File: config.mk
export PLATFORM = sky130hd
export DESIGN_NAME = multicycle_control
export DESIGN_NICKNAME = d
export VERILOG_FILES = /design/src/rtl/mips_ctrl_pkg.sv /design/src/rtl/multicycle_ctrl_outdec.sv /design/src/rtl/multicycle_control.sv
export SDC_FILE = /design/constraint.sdc
export NUM_CORES = 1
export LEC_CHECK = 0
export CAP_MARGIN = 20
export CELL_PAD_IN_SITES_DETAIL_PLACEMENT = 1
export CELL_PAD_IN_SITES_GLOBAL_PLACEMENT = 2
export CORE_MARGIN = 1.5
export CORE_UTILIZATION = 20
export CTS_CLUSTER_SIZE = 10
export DETAILED_ROUTE_END_ITERATION = 8
export GPL_ROUTABILITY_DRIVEN = 0
export PLACE_DENSITY_LB_ADDON = 0.1
export SETUP_SLACK_MARGIN = 0.4
export SLEW_MARGIN = 10
export SYNTH_ARGS = -nofsm -noshare
export SYNTH_HDL_FRONTEND = slang
export SYNTH_SLANG_ARGS = --single-unit
File: constraint.sdc
create_clock -name clk -period 2.86 [get_ports clk]
set_input_delay 0.572 -clock clk [delete_from_list [all_inputs] [get_ports clk]]
set_output_delay 0.572 -clock clk [all_outputs]
set_load 0.01 [all_outputs]
File: src/rtl/mips_ctrl_pkg.sv
// Shared encodings for the multicycle MIPS controller: opcodes, FSM states,
// datapath mux/ALU select codes and the control-output bundle.
package mips_ctrl_pkg;

    localparam logic [5:0] OP_LW    = 6'b100011;
    localparam logic [5:0] OP_SW    = 6'b101011;
    localparam logic [5:0] OP_RTYPE = 6'b000000;
    localparam logic [5:0] OP_BEQ   = 6'b000100;
    localparam logic [5:0] OP_ADDI  = 6'b001000;
    localparam logic [5:0] OP_J     = 6'b000010;

    typedef enum logic [3:0] {
        S_FETCH   = 4'd0,
        S_DECODE  = 4'd1,
        S_MEMADR  = 4'd2,
        S_MEMRD   = 4'd3,
        S_MEMWB   = 4'd4,
        S_MEMWR   = 4'd5,
        S_EXECUTE = 4'd6,
        S_ALUWB   = 4'd7,
        S_BRANCH  = 4'd8,
        S_ADDIEX  = 4'd9,
        S_ADDIWB  = 4'd10,
        S_JUMP    = 4'd11
    } state_e;

    localparam logic [1:0] ALUB_REG     = 2'b00;
    localparam logic [1:0] ALUB_FOUR    = 2'b01;
    localparam logic [1:0] ALUB_IMM     = 2'b10;
    localparam logic [1:0] ALUB_IMM_SH2 = 2'b11;

    localparam logic [1:0] ALUOP_ADD    = 2'b00;
    localparam logic [1:0] ALUOP_SUB    = 2'b01;
    localparam logic [1:0] ALUOP_FUNCT  = 2'b10;

    localparam logic [1:0] PCSRC_ALU    = 2'b00;
    localparam logic [1:0] PCSRC_ALUOUT = 2'b01;
    localparam logic [1:0] PCSRC_JUMP   = 2'b10;

    typedef struct packed {
        logic       iord;
        logic       memwrite;
        logic       irwrite;
        logic       regdst;
        logic       memtoreg;
        logic       regwrite;
        logic       alusrca;
        logic       pcen;
        logic       illegal_op;
        logic [1:0] alusrcb;
        logic [1:0] aluop;
        logic [1:0] pcsrc;
    } ctrl_out_t;

    function automatic logic is_legal_op(input logic [5:0] op);
        return (op == OP_LW) || (op == OP_SW) || (op == OP_RTYPE) ||
               (op == OP_BEQ) || (op == OP_ADDI) || (op == OP_J);
    endfunction

endpackage

File: src/rtl/multicycle_ctrl_outdec.sv
// Combinational control-output decode for the multicycle controller.
// Mealy inputs: mem_ready (FETCH), zero (BRANCH), opcode (DECODE illegal_op).
module multicycle_ctrl_outdec
    import mips_ctrl_pkg::*;
(
    input  state_e     state,
    input  logic       reset,
    input  logic [5:0] opcode,
    input  logic       zero,
    input  logic       mem_ready,
    output ctrl_out_t  ctrl
);

    ctrl_out_t raw;

    always_comb begin
        raw = '0;
        case (state)
            S_FETCH: begin
                raw.alusrcb = ALUB_FOUR;
                raw.irwrite = mem_ready;
                raw.pcen    = mem_ready;
            end
            S_DECODE: begin
                raw.alusrcb    = ALUB_IMM_SH2;
                raw.illegal_op = ~is_legal_op(opcode);
            end
            S_MEMADR, S_ADDIEX: begin
                raw.alusrca = 1'b1;
                raw.alusrcb = ALUB_IMM;
            end
            S_MEMRD: raw.iord = 1'b1;
            S_MEMWB: begin
                raw.memtoreg = 1'b1;
                raw.regwrite = 1'b1;
            end
            S_MEMWR: begin
                raw.iord     = 1'b1;
                raw.memwrite = 1'b1;
            end
            S_EXECUTE: begin
                raw.alusrca = 1'b1;
                raw.aluop   = ALUOP_FUNCT;
            end
            S_ALUWB: begin
                raw.regdst   = 1'b1;
                raw.regwrite = 1'b1;
            end
            S_ADDIWB: raw.regwrite = 1'b1;
            S_BRANCH: begin
                raw.alusrca = 1'b1;
                raw.aluop   = ALUOP_SUB;
                raw.pcsrc   = PCSRC_ALUOUT;
                raw.pcen    = zero;
            end
            S_JUMP: begin
                raw.pcsrc = PCSRC_JUMP;
                raw.pcen  = 1'b1;
            end
            default: ;
        endcase
    end

    // Architectural write enables are suppressed for the whole reset cycle,
    // so a reset landing mid-store never commits a write.
    always_comb begin
        ctrl = raw;
        if (reset) begin
            ctrl.pcen     = 1'b0;
            ctrl.irwrite  = 1'b0;
            ctrl.memwrite = 1'b0;
            ctrl.regwrite = 1'b0;
        end
    end

endmodule

File: src/rtl/multicycle_control.sv
// Multicycle MIPS control FSM: state register and next-state logic; the
// output decode lives in multicycle_ctrl_outdec.
module multicycle_control
    import mips_ctrl_pkg::*;
(
    input  logic       clk,
    input  logic       reset,
    input  logic [5:0] opcode,
    input  logic       zero,
    input  logic       mem_ready,
    output logic       iord,
    output logic       memwrite,
    output logic       irwrite,
    output logic       regdst,
    output logic       memtoreg,
    output logic       regwrite,
    output logic       alusrca,
    output logic       pcen,
    output logic       illegal_op,
    output logic [1:0] alusrcb,
    output logic [1:0] aluop,
    output logic [1:0] pcsrc,
    output logic [3:0] state_o
);

    state_e    state_q, state_d;
    ctrl_out_t ctrl;

    always_ff @(posedge clk) begin
        if (reset) state_q <= S_FETCH;
        else       state_q <= state_d;
    end

    always_comb begin
        state_d = S_FETCH;
        case (state_q)
            S_FETCH:  state_d = mem_ready ? S_DECODE : S_FETCH;
            S_DECODE: begin
                case (opcode)
                    OP_LW, OP_SW: state_d = S_MEMADR;
                    OP_RTYPE:     state_d = S_EXECUTE;
                    OP_BEQ:       state_d = S_BRANCH;
                    OP_ADDI:      state_d = S_ADDIEX;
                    OP_J:         state_d = S_JUMP;
                    default:      state_d = S_FETCH;
                endcase
            end
            S_MEMADR:  state_d = (opcode == OP_SW) ? S_MEMWR : S_MEMRD;
            S_MEMRD:   state_d = mem_ready ? S_MEMWB : S_MEMRD;
            S_MEMWR:   state_d = mem_ready ? S_FETCH : S_MEMWR;
            S_EXECUTE: state_d = S_ALUWB;
            S_ADDIEX:  state_d = S_ADDIWB;
            default:   state_d = S_FETCH;
        endcase
    end

    multicycle_ctrl_outdec u_outdec (
        .state     (state_q),
        .reset     (reset),
        .opcode    (opcode),
        .zero      (zero),
        .mem_ready (mem_ready),
        .ctrl      (ctrl)
    );

    assign iord       = ctrl.iord;
    assign memwrite   = ctrl.memwrite;
    assign irwrite    = ctrl.irwrite;
    assign regdst     = ctrl.regdst;
    assign memtoreg   = ctrl.memtoreg;
    assign regwrite   = ctrl.regwrite;
    assign alusrca    = ctrl.alusrca;
    assign pcen       = ctrl.pcen;
    assign illegal_op = ctrl.illegal_op;
    assign alusrcb    = ctrl.alusrcb;
    assign aluop      = ctrl.aluop;
    assign pcsrc      = ctrl.pcsrc;
    assign state_o    = state_q;

endmodule

**Word-level counts from Yosys, hierarchy flattened**

Index checks and enable logic that the tools add are counted.

- Bits in registers: 4
- Bits of input ports: 10
- Output and inout port bits: 19
- Logic and storage cells: 51

- Eq/ne operators: 16
- Muxes and demuxes: 21
- Bitwise operators: 1
- Reduce and logical (&&, ||, !) cells: 12

Operators with widths:

| cell | count |
|---|---|
| one-hot mux 4 bit (7 select lines) | 1 |
| one-hot mux 4 bit (5 select lines) | 1 |
| equality test 4 x 3 -> 1 bit (second input constant) | 4 |
| equality test 4 bit (second input constant) | 4 |
| equality test 6 bit (second input constant) | 2 |
| 2-to-1 mux 1 bit | 11 |
| 2-to-1 mux 3 bit | 3 |
| equality test 4 x 2 -> 1 bit (second input constant) | 2 |
| one-hot mux 2 bit (2 select lines) | 2 |
| equality test 6 x 2 -> 1 bit (second input constant) | 1 |
| equality test 6 x 3 -> 1 bit (second input constant) | 1 |
| equality test 6 x 4 -> 1 bit (second input constant) | 1 |
| logical NOT 6 bit | 1 |
| one-hot mux 2 bit (3 select lines) | 1 |
| OR reduction 2 bit | 3 |
| logical OR 1 bit | 5 |
| equality test 4 x 1 -> 1 bit (second input constant) | 1 |
| logical NOT 4 bit | 1 |
| OR reduction 4 bit | 1 |
| one-hot mux 1 bit (3 select lines) | 1 |
| OR reduction 3 bit | 1 |
| 2-to-1 mux 2 bit | 1 |
| inverter 1 bit | 1 |

**Longest topological paths before layout**

Gate-level depths: netlist of the first run.

- Word-level depth: 8
- Depth in mapped cells: 5
- Gate-level depth less buffers: 4

**Modules after synthesis**

From an unflattened synthesis of the first run, not the netlist that was laid out.

- Cell total of the unflattened synthesis: 84
- Area, all modules: 590.6 um^2

By module, submodules not included:

| module | times used | cells each | area an instance (um^2) |
|---|---|---|---|
| multicycle_control | 1 | 48 | 365.4 |
| multicycle_ctrl_outdec | 1 | 36 | 225.2 |

**Least setup slack after synthesis of the first run**

OpenSTA, ideal clock, no wires.

- Path kind: flip-flop to output port
- Start point: register state_q[1], in the netlist state_o[1]
- End point: output port regwrite
- Arrival: 1.249 ns
- Data required time: 2.288 ns
- Setup slack: 1.039 ns
- Cell stages (with the launch flop): 6
- Cell sequence: dfxtp_1 > buf_6 > buf_2 > nor3_1 > a21oi_1 > nor2_1

- Word-level cells in the longest chain between the ends: 4
- Elaborated cells on any way between the ends: 6

Ends and longest elaborated chain:

| element | line | text |
|---|---|---|
| start: declaration | multicycle_control.sv:26 | `state_e state_q, state_d;` |
| start signal: assignment | multicycle_control.sv:31 | `else state_q <= state_d;` |
| equality test 4 x 3 -> 1 bit / equality test 4 bit (equally long branches) | multicycle_ctrl_outdec.sv:18 | `case (state)` |
| OR reduction 3 bit (no line) * | n/a |  |
| 2-to-1 mux 1 bit * | multicycle_ctrl_outdec.sv:18 |  |
| 2-to-1 mux 1 bit * | multicycle_ctrl_outdec.sv:68 | `if (reset) begin` |
| end: declaration | multicycle_control.sv:16 | `output logic regwrite,` |

Every way passes the cells marked *; elsewhere a longest branch is shown, timed or not.

**Worst setup path in the final report of the first run**

- Start point: register state_q[1], in the netlist state_o[1]
- End point: output port irwrite

- Word-level cells in the longest chain between the ends: 3

Ends and longest elaborated chain:

| element | line | text |
|---|---|---|
| logical NOT 4 bit | multicycle_ctrl_outdec.sv:18 |  |
| 2-to-1 mux 1 bit | multicycle_ctrl_outdec.sv:18 |  |
| 2-to-1 mux 2 bit | multicycle_ctrl_outdec.sv:68 |  |
| end: declaration | multicycle_control.sv:13 | `output logic irwrite,` |

Every way passes these cells.

==> impl_results.md, run 1 <==
- Clk root buf: clkbuf_4
- WL final: 1934 microns
- Final ANT Viol Nets: 0
- Via density per instance: 5.147
- Fmax: 0.4331 GHz
- Input/output buffers: 28
- Syn avg cell area: 7.157 sq um
- Measured slew at the worst slew-check pin: 485.5 ps
- Diodes inserted: 0
- Sw frac: 29.58%
- RSZ-0062 raised after global routing: false
- #FFs+latches synth: 4
- Library cells used by synthesis: 36
- Final period util: 80.73%
- Slew Viols, Final: 0
- Full die area: 0.003004 sq mm
- Clk Latency, worst-skew pair: 230 ps
- Nets: 118
- GR Overflow Total: 0
- Internal power: 137.0 uW
- Combinational Power Share: 31.6%
- First-pass GRT wire length: 3042 microns
- Hold Buf Count CTS: 0
- Rel. slew slack: 66.80%
- Critical path origin: state_o[1]$_SDFF_PP0_
- Pre-CTS setup slack: 128.5 ps
- Final core utilization: 36.34%
- DR pass1 iterations: 4
- Vias in the first global route: 684
- Switching pwr: 57.52 uW
- Cell Area, Synth: 536.8 sq um
- Ys Warns: 0
- Area Overhead vs Synth: 69.23%
- # rows: 18
- Leakage power: 0.0003461 uW
- Routed len/inst: 14.22 microns
- Worst Path Arrival: 1740 ps
- Clk buf depth: 2
- Largest register FFs: 4
- PwrDens: 214.1 mW/mm^2
- Chip height: 54.81 microns
- Design Area, Final: 908.4 sq um
- DP HPWL: 1460 microns
- Critical Path Start Type: register
- Routed via count: 700
- Min Tclk post-route: 2309 ps
- CTS tree: yes
- Max cap viols: 0
- Worst reg2reg startpoint: state_o[1]$_SDFF_PP0_
- # DRC: 0
- Req. time, crit path: 2290 ps
- Seq/Total Area, Yosys: 14.92%
- Starting Density: 21.47%
- Sequential share of power: 31.7%
- Die Span X: 54.81 microns
- Initial DRC count: 7
- Mapped Nets: 85
- Worst Setup End Kind: output pin
- Largest net degree at the start of global routing: 16
- Core area: 0.002500 sq mm
- CTS Sinks: 4
- Worst hold path startpoint: state_o[3]$_SDFF_PP0_
- Placed instance area: 853.3 sq um
- Total GRT Usage: 13.88%
- Clock network power share: 36.7%
- Fraction of layout cells with a size suffix above 1: 20.75%
- Count of final setup violators: 0
- HP Class: reg -> reg
- Initial antenna violation count: 0
- Worst-path clk slew: 40 ps
- Crit path kind: reg -> out
- Maximum fanout along the worst path: 13
- Final Hold Vio Count: 0
- Slack of the critical path: 551.0 ps
- Peak supply drop: 0.1751 mV
- Io pins: 29
- Fin Clk Skew: 0.06456 ps
- Num CTS Buffers: 3
- Mapped Cells: 75
- Fin Setup TNS: 0 ps
- Outcome: finished clean
- H-tree depth: 1
==> metal layers <==
metal / vias up / track usage (%) / part of all wire, %
met2: 23 / 26.79 / 52
met5: - / 0 / 0
met3: 2 / 1.639 / 4.4
met4: 0 / 2.500 / 0.67
li1: 343 / - / -
met1: 332 / 16.12 / 43
==> what timing repair did <==
action / in CTS / in global routing
endpoints found under the setup margin: 8 / 10
pin swaps: 1 / 1
setup buffers: 1 / 0
resized for setup: 7 / 12
==> placed cells by master, fill, tap and decap left out, drive strengths merged, types with 4 or more instances in the layout <==
cell type / netlist / final
nor3: 9 / 9
nor2: 10 / 10
dfxtp: 4 / 4
buf: 6 / 6
dlymetal6s2s: 0 / 4
clkbuf: 0 / 4
a21oi: 6 / 6
dlygate4sd2: 0 / 4
clkdlybuf4s50: 0 / 19
o21ai: 4 / 4
==> Yosys cell counts <==
| master | number | area share [%] |
|---|---|---|
| or3_1 | 1 | 1.2 |
| o2111ai_1 | 1 | 1.6 |
| nand2_1 | 1 | 0.70 |
| and4b_1 | 1 | 1.9 |
| o211ai_1 | 2 | 2.8 |
| nor2_1 | 10 | 7.0 |
| o22ai_1 | 1 | 1.2 |
| a2111oi_0 | 1 | 1.6 |
| nor3_1 | 9 | 8.4 |
| buf_4 | 1 | 1.4 |
| nor2b_1 | 3 | 3.5 |
| nand3_2 | 1 | 1.9 |
| dfxtp_1 | 4 | 15 |
| a21oi_1 | 5 | 4.7 |
| a21oi_2 | 1 | 1.6 |
| nor4b_4 | 1 | 4.4 |
| o21ai_0 | 4 | 3.7 |
| xor2_1 | 1 | 1.6 |
| or2b_1 | 1 | 1.4 |
| mux2_2 | 1 | 2.1 |
| buf_2 | 4 | 3.7 |
| and3_1 | 2 | 2.3 |
| nor4_1 | 1 | 1.2 |
| buf_6 | 1 | 2.1 |
| o22a_1 | 1 | 1.6 |
| o21a_1 | 1 | 1.4 |
| inv_1 | 2 | 1.4 |
| a222oi_1 | 1 | 1.9 |
| or2_2 | 1 | 1.2 |
| o21bai_1 | 1 | 1.4 |
| nand3_1 | 2 | 1.9 |
| a2111o_1 | 1 | 2.1 |
| a2bb2oi_1 | 1 | 1.6 |
| xnor2_1 | 2 | 3.3 |
| mux2i_1 | 1 | 1.9 |
| nand2b_1 | 3 | 3.5 |
==> stage by stage <==
step                hold slack [ps]  cells  total power, uW
floorplan                     621.0     75            91.27
global placement              752.5    132            125.9
detailed placement            752.8    132            126.6
CTS                           741.6    136            197.7
global route                  716.5    136            207.7
finish                        659.7    136            194.5
==> final timing paths <==
kind	to	slack [ps]	cells after the start
min	state_o[2]$_SDFF_PP0_	660	2
max reg2reg	state_o[2]$_SDFF_PP0_	1300	5
min reg2reg	state_o[2]$_SDFF_PP0_	660	2
max	irwrite	550	4
==> cell type report <==
type,count,area [sq um]
flip-flops and latches,4,86.33
inverters,2,7.507
multi-input cells,63,429.2
fillers,324,1592
repair buffers,34,325.3
clock buffers,3,22.52
well taps,30,37.54
==> power by group through the flow <==
stage / clock network (uW) / logic, uW / registers (uW)
5_1_grt: 77.5 / 67.9 / 62.3
2_1_floorplan: 0 / 31.2 / 60.1
4_1_cts: 73.5 / 62.1 / 62.2
3_3_place_gp: 0 / 62.8 / 63.1
3_5_place_dp: 0 / 63.6 / 63.1
6_report: 71.5 / 61.4 / 61.6
==> critical path, cell delays in order (launching register included) <==
cell             delay, ps
dfxtp_2                390
buf_4                  190
nor2_1                 180
and4b_1                210
clkdlybuf4s50_1        530
==> kinds of logic after synthesis <==
group / Yosys count / share of synthesized area [%]
simple gates: 37 / 40.33
compound gates: 21 / 27.27
buf+inv: 8 / 8.626
flops: 4 / 14.92
xor+xnor: 3 / 4.896
mux: 2 / 3.963
Power figures use the tool's default switching activity.
==> run 2: changes to the inputs <==
- CORE_UTILIZATION: 20 -> 19
- clock period: 2.86 -> 2.2 ns (I/O delays scaled with it)
==> run 2 against run 1 <==
Critical path depth rose by 1; clock skew rose by 6.2 ps; clock power rose by 29%; largest cell class unchanged; power rose by 39%; worst hold slack got worse by 26 ps.
==> impl_results.md, run 2 (synthesized netlist as in run 1, its figures left out) <==
- Internal power: 189.3 uW (was 137.0 uW)
- Final Non-Filler Cells: 159 (was 136)
- Critical Path Start Type: input port (was register)
- Die Span X: 56.15 microns (was 54.81 microns)
- Sw frac: 29.92% (was 29.58%)
- Rel. slew slack: 71.64% (was 66.80%)
- HP Class: reg -> reg (unchanged)
- R2R cell count: 6 (was 5)
- First-pass GRT wire length: 3684 microns (was 3042 microns)
- Final core utilization: 39.80% (was 36.34%)
- CTS tree: yes (unchanged)
- DP HPWL: 1549 microns (was 1460 microns)
- Placed Cells incl. Taps: 148 (was 132)
- Flop2flop setup slack: 640 ps (was 1300 ps)
- Clock network power share: 34.2% (was 36.7%)
- Design Area, Final: 0.001079 sq mm (was 908.4 sq um)
- Sequential share of power: 28.0% (was 31.7%)
- Starting Density: 19.81% (was 21.47%)
- DR pass1 iterations: 4 (unchanged)
- Worst-path clk slew: 40 ps (about the same)
- Worst Setup End Kind: output pin (unchanged)
- Routed len/inst: 13.10 microns (was 14.22 microns)
- Switching pwr: 80.81 uW (was 57.52 uW)
- Io pins: 29 (unchanged)
- PwrDens: 250.4 mW/mm^2 (was 214.1 mW/mm^2)
- Vias in the first global route: 792 (was 684)
- Diodes inserted: 0 (unchanged)
- Count of final setup violators: 0 (unchanged)
- GR Overflow Total: 0 (unchanged)
- Slew Viols, Final: 0 (unchanged)
- # rows: 19 (was 18)
- WL final: 2083 microns (was 1934 microns)
- Initial DRC count: 15 (was 7)
- Crit path kind: in -> out (was reg -> out)
- Outcome: finished clean (unchanged)
- RR Endpoint: state_o[2]$_SDFF_PP0_ (unchanged)
- Final ANT Viol Nets: 0 (unchanged)
- # DRC: 0 (unchanged)
- H-tree depth: 1 (unchanged)
- Commonest cells after routing, fill and taps aside: buf_4, dlygate4sd2_1, nor2_1, nor3_1, clkbuf_2 (was clkdlybuf4s50_1, nor2_1, nor3_1, buf_4, a21oi_1)
- Clk Latency, worst-skew pair: 240 ps (was 230 ps)
- Critical path origin: opcode[5] (was state_o[1]$_SDFF_PP0_)
- Leakage power: 0.0004781 uW (was 0.0003461 uW)
- Clk buf depth: 2 (unchanged)
- Num CTS Buffers: 3 (unchanged)
- Combinational Power Share: 37.8% (was 31.6%)
- Most common cell after layout, fill and taps aside: buf_4 (was clkdlybuf4s50_1)
- Nets: 140 (was 118)
- Req. time, crit path: 1760 ps (was 2290 ps)
- Measured slew at the worst slew-check pin: 414.7 ps (was 485.5 ps)
- Max cap viols: 0 (unchanged)
- Maximum fanout along the worst path: 4 (was 13)
- Largest register FFs: 4 (unchanged)
- Fin Clk Skew: 6.293 ps (was 0.06456 ps)
- Final period util: 83.55%
- Initial antenna violation count: 0 (unchanged)
- Routed via count: 779 (was 700)
- Hold WS: 633.4 ps (was 659.7 ps)
- Min Tclk post-route: 1838 ps
- Hold Buf Count CTS: 0 (unchanged)
- Peak supply drop: 0.1994 mV (was 0.1751 mV)
- Final Hold Vio Count: 0 (unchanged)
- Placed instance area: 967.2 sq um (was 853.3 sq um)
- RSZ-0062 raised after global routing: true (was false)
- CTS Sinks: 4 (unchanged)
- Chip height: 56.15 microns (was 54.81 microns)
- Via density per instance: 4.899 (was 5.147)
- Fraction of layout cells with a size suffix above 1: 48.44% (was 20.75%)
- Clk root buf: clkbuf_4 (unchanged)
- Core area: 0.002710 sq mm (was 0.002500 sq mm)
- Area Overhead vs Synth: 100.9% (was 69.23%)
- Largest net degree at the start of global routing: 14 (was 16)
- Worst reg2reg startpoint: state_o[1]$_SDFF_PP0_ (unchanged)
- Input/output buffers: 28 (unchanged)
- Crit path to: illegal_op (was irwrite)
- Fmax: 0.5440 GHz
- Fin Setup TNS: 0 ps (unchanged)
- Full die area: 0.003153 sq mm (was 0.003004 sq mm)
- Total GRT Usage: 14.37% (was 13.88%)
- Worst Path Arrival: 1400 ps (was 1740 ps)
## run 2: changes by cell type in the layout (fill, tap and decap cells not counted), sizes merged
cell           previous run  this run
clkbuf                    4        10
dlymetal6s2s              4         2
clkdlybuf4s50            19         3
buf                       6        31
clkdlybuf4s15             0         2
dlygate4sd2               4        11
## run 2: how the worst min path moves through the flow
stage	from	end	slack, ps	cells after the start
floorplan	reset	state_o[3]$_SDFF_PP0_	530	1
global placement	state_o[1]$_SDFF_PP0_	state_o[1]$_SDFF_PP0_	720	2
detailed placement	state_o[1]$_SDFF_PP0_	state_o[1]$_SDFF_PP0_	730	2
CTS	state_o[3]$_SDFF_PP0_	state_o[0]$_SDFF_PP0_	630	2
global route	state_o[3]$_SDFF_PP0_	state_o[0]$_SDFF_PP0_	670	2
finish	state_o[3]$_SDFF_PP0_	state_o[0]$_SDFF_PP0_	630	2
## run 2: layer usage
metal | part of all wire [%] | GRT usage [%]
met3 | 3.2 | 2.558
met5 | 0 | 0
met4 | 0 | 2.041
met2 | 51 | 23.53
met1 | 46 | 20.11
## run 2: cell type report
cell class / count / area, sq um
repair buffers: 56 / 440.4
multi-input cells: 63 / 476.7
clock buffers: 3 / 22.52
well taps: 31 / 38.79
flip-flops and latches: 4 / 92.59
fillers: 346 / 1632
inverters: 2 / 7.507
## run 2: power by group through the flow
stage               Clock, uW  Combinational, uW  Sequential [uW]
finish                   92.3                102             75.6
global route              105                112             75.9
CTS                      98.5                101             75.8
detailed placement          0               97.4             82.4
global placement            0               96.7             82.3
floorplan                   0               40.6             78.1
## run 2: critical path, cell delays in order
cell and delay (ps):
dlygate4sd2_1 280, nor4_2 300, o21ai_1 90, and3_1 160
buf_2 130
## run 2: through the flow
stage	setup WS (ps)	total power [uW]
floorplan	510.8	118.7
global placement	-221.3	179.0
detailed placement	-265.2	179.8
CTS	129.6	275.5
global route	295.6	293.0
finish	361.8	270.1
## run 2: timing repair
action / in CTS / in global routing
endpoints found under the setup margin: 19 / 12
buffers inserted: 7 / 1
gates resized for setup: 47 / 29
endpoints found under the hold margin: 0 / 0
pin swaps: 2 / 7
